===== config.mk =====
export PLATFORM = sky130hd
export DESIGN_NAME = ddr3_burst_reader
export DESIGN_NICKNAME = d
export VERILOG_FILES = /design/src/rtl/ddr3_burst_reader.sv
export SDC_FILE = /design/constraint.sdc
export NUM_CORES = 1
export LEC_CHECK = 0
export ABC_AREA = 1
export CAP_MARGIN = 20
export CORE_UTILIZATION = 43
export DETAILED_ROUTE_END_ITERATION = 6
export PLACE_DENSITY = 0.86
export SLEW_MARGIN = 15
export SYNTH_ARGS = -nofsm -noshare
export SYNTH_HDL_FRONTEND = slang
export SYNTH_SLANG_ARGS = --single-unit

===== constraint.sdc =====
create_clock -name clk -period 2.6 [get_ports clk]
set_input_delay 0.52 -clock clk [delete_from_list [all_inputs] [get_ports clk]]
set_output_delay 0.52 -clock clk [all_outputs]
set_load 0.005 [all_outputs]

===== src/rtl/ddr3_burst_reader.sv =====
// Issues one DDR3 read burst per trigger and checks each beat against its index.
// Tracks mismatches, passing bursts and watchdog timeouts.
module ddr3_burst_reader #(
    parameter logic [7:0]  BURSTCNT  = 8'h80,
    parameter logic [28:0] BASE_ADDR = 29'h2400000,
    parameter logic [63:0] CMP_MASK  = 64'h00000000FFFFFFFF,
    parameter logic [15:0] TIMEOUT   = 16'd4096
) (
    input  logic        clk,
    input  logic        reset,
    input  logic        start,
    input  logic        loop,
    input  logic        stop,
    input  logic        DDRAM_BUSY,
    input  logic [63:0] DDRAM_DOUT,
    input  logic        DDRAM_DOUT_READY,
    output logic        DDRAM_RD,
    output logic [28:0] DDRAM_ADDR,
    output logic [7:0]  DDRAM_BURSTCNT,
    output logic        DDRAM_WE,
    output logic [7:0]  DDRAM_BE,
    output logic [63:0] DDRAM_DIN,
    output logic        busy,
    output logic        done,
    output logic        error,
    output logic        timeout,
    output logic [15:0] err_count,
    output logic [15:0] pass_count,
    output logic [7:0]  first_err_beat
);

    typedef enum logic [1:0] {
        S_IDLE,
        S_REQ,
        S_DATA,
        S_FIN
    } state_t;

    state_t      state_q;
    logic        rd_q;
    logic        busy_q;
    logic        done_q;
    logic        error_q;
    logic        timeout_q;
    logic        burst_err_q;
    logic [15:0] err_cnt_q;
    logic [15:0] pass_cnt_q;
    logic [15:0] wd_q;
    logic [15:0] wd_d;
    logic [7:0]  beat_q;
    logic [7:0]  first_q;
    logic        mismatch;

    assign wd_d     = wd_q + 16'd1;
    assign mismatch = ((DDRAM_DOUT ^ {56'b0, beat_q}) & CMP_MASK) != 64'd0;

    always_ff @(posedge clk or posedge reset) begin
        if (reset) begin
            state_q     <= S_IDLE;
            rd_q        <= 1'b0;
            busy_q      <= 1'b0;
            done_q      <= 1'b0;
            error_q     <= 1'b0;
            timeout_q   <= 1'b0;
            burst_err_q <= 1'b0;
            err_cnt_q   <= 16'd0;
            pass_cnt_q  <= 16'd0;
            wd_q        <= 16'd0;
            beat_q      <= 8'd0;
            first_q     <= 8'd0;
        end else begin
            done_q <= 1'b0;
            unique case (state_q)
                S_IDLE: begin
                    if (start || (loop && !stop)) begin
                        state_q     <= S_REQ;
                        rd_q        <= 1'b1;
                        busy_q      <= 1'b1;
                        burst_err_q <= 1'b0;
                    end
                end
                S_REQ: begin
                    if (!DDRAM_BUSY) begin
                        state_q <= S_DATA;
                        rd_q    <= 1'b0;
                        wd_q    <= 16'd0;
                    end
                end
                S_DATA: begin
                    if (DDRAM_DOUT_READY) begin
                        wd_q   <= 16'd0;
                        beat_q <= beat_q + 8'd1;
                        if (mismatch) begin
                            error_q     <= 1'b1;
                            burst_err_q <= 1'b1;
                            if (err_cnt_q != 16'hFFFF)
                                err_cnt_q <= err_cnt_q + 16'd1;
                            if (!error_q)
                                first_q <= beat_q;
                        end
                        if (beat_q == BURSTCNT - 8'd1) begin
                            state_q <= S_FIN;
                            done_q  <= 1'b1;
                        end
                    end else if (wd_d == TIMEOUT) begin
                        // Abandon the partial burst; its mismatches stay counted.
                        wd_q      <= wd_d;
                        timeout_q <= 1'b1;
                        state_q   <= S_IDLE;
                        busy_q    <= 1'b0;
                        beat_q    <= 8'd0;
                    end else begin
                        wd_q <= wd_d;
                    end
                end
                S_FIN: begin
                    state_q <= S_IDLE;
                    busy_q  <= 1'b0;
                    beat_q  <= 8'd0;
                    if (!burst_err_q && pass_cnt_q != 16'hFFFF)
                        pass_cnt_q <= pass_cnt_q + 16'd1;
                end
                default: state_q <= S_IDLE;
            endcase
        end
    end

    assign DDRAM_RD       = rd_q;
    assign DDRAM_ADDR     = BASE_ADDR;
    assign DDRAM_BURSTCNT = BURSTCNT;
    assign DDRAM_WE       = 1'b0;
    assign DDRAM_BE       = 8'hFF;
    assign DDRAM_DIN      = 64'd0;
    assign busy           = busy_q;
    assign done           = done_q;
    assign error          = error_q;
    assign timeout        = timeout_q;
    assign err_count      = err_cnt_q;
    assign pass_count     = pass_cnt_q;
    assign first_err_beat = first_q;

endmodule


==> results of run 1 <==
-- flip-flops by register name, indices dropped and copies added (netlist names) --
name and cells:
error 1, err_count 16, busy 1, timeout 1, done 1, wd_q 16, state_q 2, first_err_beat 8
burst_err_q 1, DDRAM_RD 1, beat_q 8, pass_count 16
-- routing by layer --
metal,track usage (%),vias to the layer above
li1,-,2071
met1,23.41,1924
met2,29.83,144
met3,3.497,9
met4,6.286,0
met5,0,-
-- worst max-delay path by stage --
stage / start / endpoint / slack, ns
2_1_floorplan: reset / DDRAM_RD / 0.26
3_3_place_gp: DDRAM_DOUT_READY / err_count[2] / 0.23
3_5_place_dp: DDRAM_DOUT_READY / err_count[7] / 0.18
4_1_cts: state_q[1] / err_count[7] / 0.48
5_1_grt: state_q[1] / err_count[8] / 0.21
6_report: err_count[0] / err_count[10] / 0.46
-- power by group --
group          leakage, nW  switching, W  internal (W)
Sequential           0.973      0.000205       0.00125
Combinational         1.69      0.000542      0.000409
Clock                0.140      0.000446      0.000738
-- area by class of cell --
| class | instances | area (um2) | share of cell area, % |
|---|---|---|---|
| sequential | 72 | 1802 | 30.71 |
| tap | 140 | 175.2 | 2.986 |
| timing repair buffer | 90 | 895.9 | 15.27 |
| clock buffer | 12 | 236.5 | 4.031 |
| multi-input combinational | 514 | 2506 | 42.72 |
| clock inverter | 4 | 45.04 | 0.7678 |
| inverter | 55 | 206.4 | 3.519 |
-- stage by stage --
step | setup WS (ns) | utilization (%)
finish | 0.4556 | 52.96
global route | 0.2118 | 52.96
CTS | 0.4847 | 52.96
detailed placement | 0.1789 | 50.42
global placement | 0.2260 | 50.42
floorplan | 0.2551 | -
-- logic make-up (layout without fill, tap and decap cells) --
family | count (synthesis) | after routing | synth area share, %
AO/OA/AOI/OAI | 28 | 28 | 3.136
XOR/XNOR | 36 | 36 | 6.322
adder cells (fa/ha/maj) | 5 | 5 | 1.254
buffers and inverters | 176 | 161 | 21.75
flip-flops | 72 | 72 | 36.13
multiplexers | 1 | 1 | 0.2258
other | 2 | 110 | 0.1506
AND/OR/NAND/NOR | 334 | 334 | 31.03
-- synth_stat cells (7+ instances only) --
cell type	count	area, um2
buf_4	111	833.3
nand4_1	41	256.5
nor4_1	7	43.79
inv_1	51	191.4
nand3_1	32	160.2
o22ai_1	9	56.30
xor2_1	19	166.4
nand2_1	160	600.6
nor2_1	52	195.2
o21ai_0	12	60.06
dfrtp_1	72	1802
nor3_1	12	60.06
nor2_2	7	43.79
xnor2_1	17	148.9
==> summary.txt, run 1 <==
Status
  • Status: finished clean

Worst setup path
  • Critical path depth: 9
  • CP bufs+invs: 1
  • R2R setup slack: 0.46 ns
  • WP data required: 2.81 ns
  • CP top delay family: simple AND/OR/NAND/NOR gates
  • Crit-path max FO: 17
  • Setup crit start kind: register
  • Worst Reg2Reg Path Length in Cells: 9
  • Crit path capture type: register
  • Reg2reg end: err_count[10]
  • Cell breakdown of the critical path: ha_1 > nand3_1 > inv_1 > nand3b_1 > nor3_2 > nand2_2 > nand3_2 > nand2_1 > nand2_1
  • CP Class: register to register
  • Critical path's slowest cell: dfrtp_1
  • Worst R2R Start: err_count[0]
  • CP dominant cell by count: nand2_1
  • Arrival time at the worst endpoint: 2.36 ns
  • Max incr delay on CP: 0.45 ns

Synthesis
  • Cell Area, Synth: 0.004987 mm2
  • Post-synth EDFFs: 0
  • Number of synthesized register bits: 72
  • Cell count after synthesis: 654
  • Syn avg cell area: 7.626 um2
  • Top_reg_cell synth: dfrtp_1
  • Yosys warns: 0
  • Post-synthesis sequential area ratio: 36.13%
  • Netlist cell types: 33
  • Post-synth ARST share: 100.0%

Placement
  • Post-Place Cells: 871
  • GPL Wtd Cong: 0.8970
  • Detailed Place HPWL: 7.723 mm
  • Placement Cell Area: 0.005585 mm2
  • Buffers on Ports: 83

Final layout
  • Commonest non-fill, non-tap cell in the layout: nand2_1
  • Fillcell total: 1081
  • Layout cells sized above 1: 6.024%
  • Design area: 0.005867 mm2
  • Most frequent cells in the layout: nand2_1 (160), conb_1 (110), clkdlybuf4s50_1 (83), dfrtp_1 (72), nor2_1 (52)
  • Final Non-Filler Cells: 887
  • Nets: 818
  • Area grow syn2layout: 17.64%
  • Antenna Cells: 0

Power and ir drop
  • Peak VDD IR: 0.3181 mV
  • Total chip power: 0.003591 W
  • Power Dens Cells: 612.1 mW/mm2
  • Leakage power total: 2.803 nW

Routing
  • Metal-1 WL: 4.602 mm
  • Routed WL per cell: 11.82 um
  • Vias: 4148
  • Final ANT Viol Nets: 0
  • Iter 0 DRT Violations: 160
  • Detailed Routing Iterations Pass 1: 4
  • Met2 Routed Length: 5.101 mm
  • WL final: 10.48 mm
  • Post-DR vias/cell: 4.676
  • DRC viols: 0
  • Max Used Layer: met4
  • Routed wl met3: 702 um

GRT
  • First-pass GRT wire length: 17.01 mm
  • Pin count of the biggest net entering global routing: 48
  • Initial antenna violation count: 0
  • GRT overflow: 0
  • Gr usage total: 18.00%
  • Number of global-route vias before repair: 3698

Floorplan
  • Initial Utilization: 45.02%
  • Die width: 109.7 um
  • I/O pin cnt: 226
  • Die Height: 109.7 um
  • Full die area: 0.01203 mm2
  • Row cnt: 38
  • Core area: 0.01108 mm2

STA
  • Maximum clock rate: 466.3 MHz
  • Worst Tran Pin Value: 0.5661 ns
  • Layout Skew: 0.008749 ns
  • Setup TNS: 0 ns
  • Fin crit period: 2.144 ns
  • Period utilisation layout: 82.48%
  • Fin. Hold Viols: 0
  • Min Hold Slack: 0.4487 ns
  • Final setup vio count: 0
  • Final Max Slew Viols: 0
  • Slew margin rel.: 62.26%
  • RSZ-0062 raised after global routing: no

Clocking
  • CTS buffer count: 9
  • CTS tree: done
  • Clock Tree Root: clkbuf_16
  • Clock sink total: 72
  • Cts repair resizes: 0
  • Total setup buffers inserted after CTS: 0
  • Worst-Skew Late Latency: 0.33 ns
  • Cts hold-fix bufs: 0
  • Clock Pin Slew Worst Setup and Hold Paths: 0.05 ns
  • Htree depth: 3
  • Clk buf depth: 2

Worst hold path
  • Hold Crit Class: input pin to asynchronous set/reset pin

Job
  • Max cap viols: 0
(Power assumes the default switching activity.)
==> run 2, diff against run 1 <==
CORE_UTILIZATION = 38   (was 43)
PLACE_DENSITY = 0.8   (was 0.86)
clock period = 1.8 ns   (was 2.6 ns; I/O delays follow)
==> run 2 against run 1 <==
  * Combinational power rose by 110%
  * Largest cell class unchanged
  * Critical endpoint is now beat_q[0]
  * The run now ends with setup timing left
  * Clock power rose by 48%
  * Critical path depth rose by 5
==> summary.txt, run 2 (synthesis results as in run 1) <==
Status
  • Status: finished with violations
  • Failing checks: setup timing

Final layout
  • Final Non-Filler Cells: 960 (+8.2%)
  • Nets: 859 (+5.0%)
  • Area grow syn2layout: 29.63%
  • Layout cells sized above 1: 15.48% (+9.5 points)
  • Antenna Cells: 0 (unchanged)
  • Most frequent cells in the layout: nand2_1 (150), conb_1 (110), clkdlybuf4s50_1 (83), dfrtp_1 (70), inv_1 (49)
  • Commonest non-fill, non-tap cell in the layout: nand2_1
  • Fillcell total: 1217 (+13%)

Routing
  • Iter 0 DRT Violations: 237 (+48%)
  • Post-DR vias/cell: 4.484 (-4.1%)
  • Detailed Routing Iterations Pass 1: 4 (unchanged)
  • Vias: 4305 (+3.8%)
  • Routed WL per cell: 11.94 um (+1.0%)
  • WL final: 11.46 mm (+9.3%)
  • DRC viols: 0 (unchanged)
  • Final ANT Viol Nets: 0 (unchanged)

Power and ir drop
  • P_sw: 0.001944 W (+63%)
  • Seq pwr share: 34.9% (-5.7 points)
  • Pint: 0.003807 W (+59%)
  • Peak VDD IR: 0.5512 mV (+73%)
  • Leakage power total: 3.059 nW (+9.1%)
  • Clk pwr share: 30.3% (-2.7 points)
  • Switching Fraction: 33.81% (+0.62 points)
  • Total chip power: 0.005751 W (+60%)
  • Combinational Power Share: 34.8% (+8.3 points)
  • Power Dens Cells: 889.6 mW/mm2 (+45%)

Floorplan
  • Row cnt: 41 (+7.9%)
  • Full die area: 0.01359 mm2 (+13%)
  • Initial Utilization: 39.20% (-5.8 points)
  • I/O pin cnt: 226 (unchanged)
  • Die width: 116.6 um (+6.3%)
  • Core area: 0.01272 mm2 (+15%)
  • Die Height: 116.6 um (+6.3%)

Worst setup path
  • Crit-path max FO: 8 (-9)
  • Crit path capture type: register
  • WP data required: 2.02 ns (-0.79 ns)
  • Arrival time at the worst endpoint: 2.09 ns (-0.27 ns)
  • Critical path's slowest cell: dfrtp_1
  • CP bufs+invs: 0 (-1)
  • Worst Reg2Reg Path Length in Cells: 14 (+5)
  • CP dominant cell by count: nand2_1
  • CP top delay family: simple AND/OR/NAND/NOR gates
  • Max incr delay on CP: 0.41 ns (-0.04 ns)
  • Critical path depth: 14 (+5)
  • Setup crit start kind: register
  • Cell breakdown of the critical path: ha_4 > nand2_4 > nor2_4 > nand3_2 > nand2_2 > nand2_1 > nor2_1 > nand2_1 > nor2_4 > nand2_4 > nand2_8 > nand2_8 > nand2_2 > nand2_1
  • CP Class: register to register

Placement
  • GPL Wtd Cong: 0.8897 (-0.81%)
  • Detailed Place HPWL: 8.124 mm (+5.2%)
  • Buffers on Ports: 83 (unchanged)
  • Post-Place Cells: 941 (+8.0%)

Clocking
  • Clock Tree Root: clkbuf_16
  • Clock sink total: 72 (unchanged)
  • Worst-Skew Late Latency: 0.33 ns (about the same)
  • Clk buf depth: 2 (unchanged)
  • Htree depth: 3 (unchanged)
  • CTS buffer count: 9 (unchanged)
  • CTS tree: done
  • Clock Pin Slew Worst Setup and Hold Paths: 0.06 ns (about the same)

STA
  • Final setup vio count: 9 (+9)
  • Layout Skew: 0.006580 ns (-0.002169 ns)
  • Fin. Hold Viols: 0 (unchanged)
  • Worst setup margin: -0.07210 ns (-0.5277 ns)
  • Fin crit period: 1.872 ns (-0.2723 ns)
  • Maximum clock rate: 534.2 MHz (+15%)
  • Final Max Slew Viols: 0 (unchanged)
  • Period utilisation layout: 104.0% (+22 points)
  • RSZ-0062 raised after global routing: yes

GRT
  • Initial antenna violation count: 0 (unchanged)
  • First-pass GRT wire length: 18.33 mm (+7.7%)
  • Gr usage total: 17.10% (-0.90 points)
  • Pin count of the biggest net entering global routing: 73 (+52%)
  • GRT overflow: 0 (unchanged)
  • Number of global-route vias before repair: 3921 (+6.0%)

Job
  • Max cap viols: 0 (unchanged)

Worst hold path
  • Hold Crit Class: register to register
  • Hold depth: 2
[run 2: cell types whose count changed in the layout (fill, tap and decap cells not counted), sizes merged]
cell / before / now
clkbuf: 12 / 9
clkinv: 6 / 8
buf: 7 / 48
clkinvlp: 0 / 2
inv: 52 / 51
[run 2: cell type report]
class | instances | area, um2 | share of cell area [%]
Sequential cell | 72 | 1804 | 27.91
Timing Repair Buffer | 131 | 1256 | 19.43
Clock buffer | 9 | 225.2 | 3.484
Tap cell | 172 | 215.2 | 3.329
Inverter | 55 | 212.7 | 3.290
Multi-Input combinational cell | 514 | 2689 | 41.59
Clock inverter | 7 | 62.56 | 0.9677
[run 2: worst paths after layout]
| kind | slack, ns | from | to |
|---|---|---|---|
| worst max-delay path | -0.07 | wd_q[0] | beat_q[0] |
| min in group asynchronous | 0.49 | reset | pass_count[8] |
| worst min register to register | 0.48 | first_err_beat[5] | first_err_beat[5] |
| max in group asynchronous | 1.00 | reset | state_q[0] |
| worst min-delay path | 0.48 | first_err_beat[5] | first_err_beat[5] |
| worst max register to register | -0.07 | wd_q[0] | beat_q[0] |
[run 2: routing by layer]
metal / part of all wire [%] / GRT usage [%]
met5: 0 / 0
met4: 1.2 / 5.907
met3: 6.0 / 4.152
met2: 49 / 27.50
met1: 44 / 22.48
[run 2: per-stage QoR]
stage | utilization [%] | area (um2) | setup TNS (ns) | setup slack [ns] | hold WS (ns)
5_1_grt | 50.82 | 6465 | -1.845 | -0.1937 | 0.4942
3_5_place_dp | 46.69 | 5939 | -8.349 | -0.3104 | 0.4630
2_1_floorplan | - | 5396 | 0 | 0.04871 | 0.4632
4_1_cts | 49.50 | 6297 | -0.7708 | -0.1034 | 0.4764
6_report | 50.82 | 6465 | -0.4925 | -0.07210 | 0.4762
3_3_place_gp | 46.69 | 5939 | -6.735 | -0.2956 | 0.4559
[run 2: what timing repair did]
item	in CTS	in global routing
pin swaps	11	13
hold buffers	0	0
endpoints found under the setup margin	11	22
gates resized for setup	10	42
buffers inserted	2	1
[run 2: worst min-delay path, delay by kind of cell, from the launching register on]
kind	cells	cell delay, ns
and+or+nand+nor	2	0.10
DFF	1	0.34
[run 2: power groups by stage]
stage          registers (W)  logic [W]  clock network, W
2_1_floorplan        0.00204    0.00108                 0
5_1_grt              0.00204    0.00221           0.00187
3_5_place_dp         0.00201    0.00185                 0
4_1_cts              0.00199    0.00192           0.00179
3_3_place_gp         0.00200    0.00182                 0
6_report             0.00200    0.00200           0.00175
==> run 3, diff against run 2 <==
CAP_MARGIN = 5   (was 20)
CORE_MARGIN = 5   (was unset)
==> run 3 against run 2 <==
  * The flow still finishes with violations (setup timing)
  * Cell count increased by 1.3%
  * Count of clock-buffer cells in the layout grew 5
  * Critical path type unchanged
  * Combinational power up 3%
  * Setup slack worse by 0.054 ns
  * Highest routed layer unchanged
  * Clock power down 5%
  * Core utilization rose by 1.2 points
  * Design area increased by 2.3%
==> summary.txt, run 3 (synthesis results as in run 1) <==
Placement
  • Buffers on Ports: 83 (unchanged)
  • GPL Wtd Cong: 0.9206 (+3.5%)
  • Detailed Place HPWL: 9.020 mm (+11%)

Worst hold path
  • WHS Endpoint: first_err_beat[4]
  • Hold Path Origin: first_err_beat[4]
  • Hold depth: 2 (unchanged)
  • Hold Crit Class: register to register

Status
  • Status: finished with violations
  • Failing checks: setup timing

STA
  • Layout Skew: 0.008856 ns (+0.002276 ns)
  • RSZ-0062 raised after global routing: yes
  • Fin crit period: 1.926 ns (+0.05353 ns)
  • Period utilisation layout: 107.0% (+3.0 points)
  • Worst setup margin: -0.1256 ns (-0.05353 ns)
  • Setup TNS: -1.174 ns (-0.6810 ns)
  • Final setup vio count: 12 (+3)
  • Maximum clock rate: 519.3 MHz (-2.8%)
  • Fin. Hold Viols: 0 (unchanged)
  • Final Max Slew Viols: 0 (unchanged)

Worst setup path
  • WP data required: 2.02 ns (about the same)
  • Worst R2R Start: wd_q[0]
  • Worst Reg2Reg Path Length in Cells: 12 (-2)
  • Critical path's slowest cell: dfrtp_1
  • R2R setup slack: -0.13 ns (-0.05 ns)
  • Cell breakdown of the critical path: ha_4 > nand3_1 > o21ai_0 > nand2_1 > nor2_2 > nand2_1 > nor2_2 > nand2_4 > nand2_8 > nand2_8 > nand2_1 > nand2_1
  • CP top delay family: simple AND/OR/NAND/NOR gates
  • CP dominant cell by count: nand2_1
  • Arrival time at the worst endpoint: 2.15 ns (+0.06 ns)
  • CP Class: register to register
  • Max incr delay on CP: 0.40 ns (about the same)
  • Reg2reg end: beat_q[5]
  • Crit path capture type: register
  • CP bufs+invs: 0 (unchanged)
  • Setup crit start kind: register
  • Crit-path max FO: 8 (unchanged)

Clocking
  • CTS tree: done
  • Clock Pin Slew Worst Setup and Hold Paths: 0.06 ns (about the same)
  • Cts hold-fix bufs: 0 (unchanged)
  • Htree depth: 3 (unchanged)
  • Worst-Skew Late Latency: 0.33 ns (about the same)
  • Clock sink total: 72 (unchanged)
  • CTS buffer count: 9 (unchanged)
  • Clk buf depth: 2 (unchanged)
  • Clock Tree Root: clkbuf_16

GRT
  • GRT overflow: 0 (unchanged)
  • Initial antenna violation count: 0 (unchanged)
  • First-pass GRT wire length: 19.62 mm (+7.1%)
  • Pin count of the biggest net entering global routing: 73 (unchanged)
  • Gr usage total: 14.84% (-2.3 points)
  • Number of global-route vias before repair: 4153 (+5.9%)

Final layout
  • Area grow syn2layout: 32.56%
  • Post-Route Utilization: 51.97% (+1.2 points)
  • Reg area: 0.001804 mm2 (unchanged)
  • Multi-input gate area: 0.002700 mm2 (+0.42%)
  • Most frequent cells in the layout: nand2_1 (148), conb_1 (110), clkdlybuf4s50_1 (76), dfrtp_1 (70), buf_4 (49)
  • Commonest non-fill, non-tap cell in the layout: nand2_1
  • Fillcell total: 1152 (-5.3%)
  • Nets: 873 (+1.6%)
  • Antenna Cells: 0 (unchanged)
  • Layout cells sized above 1: 16.75% (+1.3 points)

Job
  • Max cap viols: 0 (unchanged)

Routing
  • Routed WL per cell: 13.00 um (+8.9%)
  • WL final: 12.63 mm (+10%)
  • Final ANT Viol Nets: 0 (unchanged)
  • Detailed Routing Iterations Pass 1: 4 (unchanged)
  • Post-DR vias/cell: 4.517 (+0.74%)
  • DRC viols: 0 (unchanged)
  • Vias: 4391 (+2.0%)
  • Iter 0 DRT Violations: 210 (-11%)

Power and ir drop
  • Peak VDD IR: 0.4864 mV (-12%)
  • Clk pwr share: 29.1% (-1.2 points)
  • Leakage power total: 3.218 nW (+5.2%)
  • Combinational Power Share: 36.1% (+1.3 points)
  • P_sw: 0.001917 W (-1.4%)
  • Seq pwr share: 34.8% (about the same)
  • Pint: 0.003770 W (-0.96%)
  • Power Dens Cells: 860.3 mW/mm2 (-3.3%)
  • Switching Fraction: 33.71% (-0.099 points)

Floorplan
  • Initial Utilization: 39.20% (unchanged)
  • Full die area: 0.01552 mm2 (+14%)
  • Die Height: 124.6 um (+6.9%)
  • Row cnt: 41 (unchanged)
  • I/O pin cnt: 226 (unchanged)
  • Die width: 124.6 um (+6.9%)
  • Core area: 0.01272 mm2 (unchanged)
[run 3: cell type report]
type	instances	area share (%)
Clock buffer	14	4.145
Tap cell	172	3.255
Sequential cell	72	27.29
Timing Repair Buffer	143	21.29
Multi-Input combinational cell	516	40.84
Inverter	55	3.179
[run 3: stage by stage]
stage	hold slack, ns	cells	setup slack (ns)	cell area (um2)	total power, W
final	0.4678	972	-0.1256	6611	0.005687
after global routing	0.4989	972	-0.2406	6611	0.006048
after CTS	0.4717	963	-0.1206	6300	0.005563
after detailed placement	0.4584	947	-0.3437	5984	0.003850
after global placement	0.4588	947	-0.3282	5984	0.003805
after floorplan	0.4632	762	0.04871	5396	0.003117
[run 3: worst max path at each step]
stage / endpoint / startpoint / slack (ns) / depth (start not counted)
floorplan: beat_q[0] / wd_q[0] / 0.05 / 14
global placement: err_count[5] / DDRAM_DOUT[9] / -0.33 / 8
detailed placement: err_count[2] / DDRAM_DOUT[9] / -0.34 / 8
CTS: beat_q[4] / wd_q[1] / -0.12 / 14
global route: beat_q[7] / wd_q[0] / -0.24 / 12
finish: beat_q[5] / wd_q[0] / -0.13 / 12
[run 3: metal layers]
layer	wire (um)	part of all wire, %	vias up	global-route usage, %
li1	-	-	2183	-
met1	5254	42	2035	18.15
met2	6120	48	159	24.97
met3	1059	8.4	14	4.631
met4	197	1.6	0	4.642
met5	0	0	-	0
[run 3: power by group through the flow]
stage               registers (W)  logic [W]  clock network [W]
floorplan                 0.00204    0.00108                  0
global placement          0.00197    0.00183                  0
detailed placement        0.00198    0.00187                  0
CTS                       0.00196    0.00192            0.00169
global route              0.00200    0.00230            0.00174
finish                    0.00198    0.00205            0.00166
[run 3: worst reg2reg max path: cells and delay by family, from the launching register on]
| family | cells | cell delay, ns |
|---|---|---|
| adder cells (fa/ha/maj) | 1 | 0.18 |
| flip-flops | 1 | 0.40 |
| AND/OR/NAND/NOR | 10 | 0.99 |
| AO/OA/AOI/OAI | 1 | 0.24 |
[run 3: repair_timing]
| action | 4_1_cts | 5_1_grt |
|---|---|---|
| cloned | 1 | 4 |
| endpoints found under the hold margin | 0 | 0 |
| buffers inserted | 1 | 5 |
| pin swaps | 8 | 28 |
| endpoints found under the setup margin | 25 | 41 |
| resized for setup | 6 | 52 |
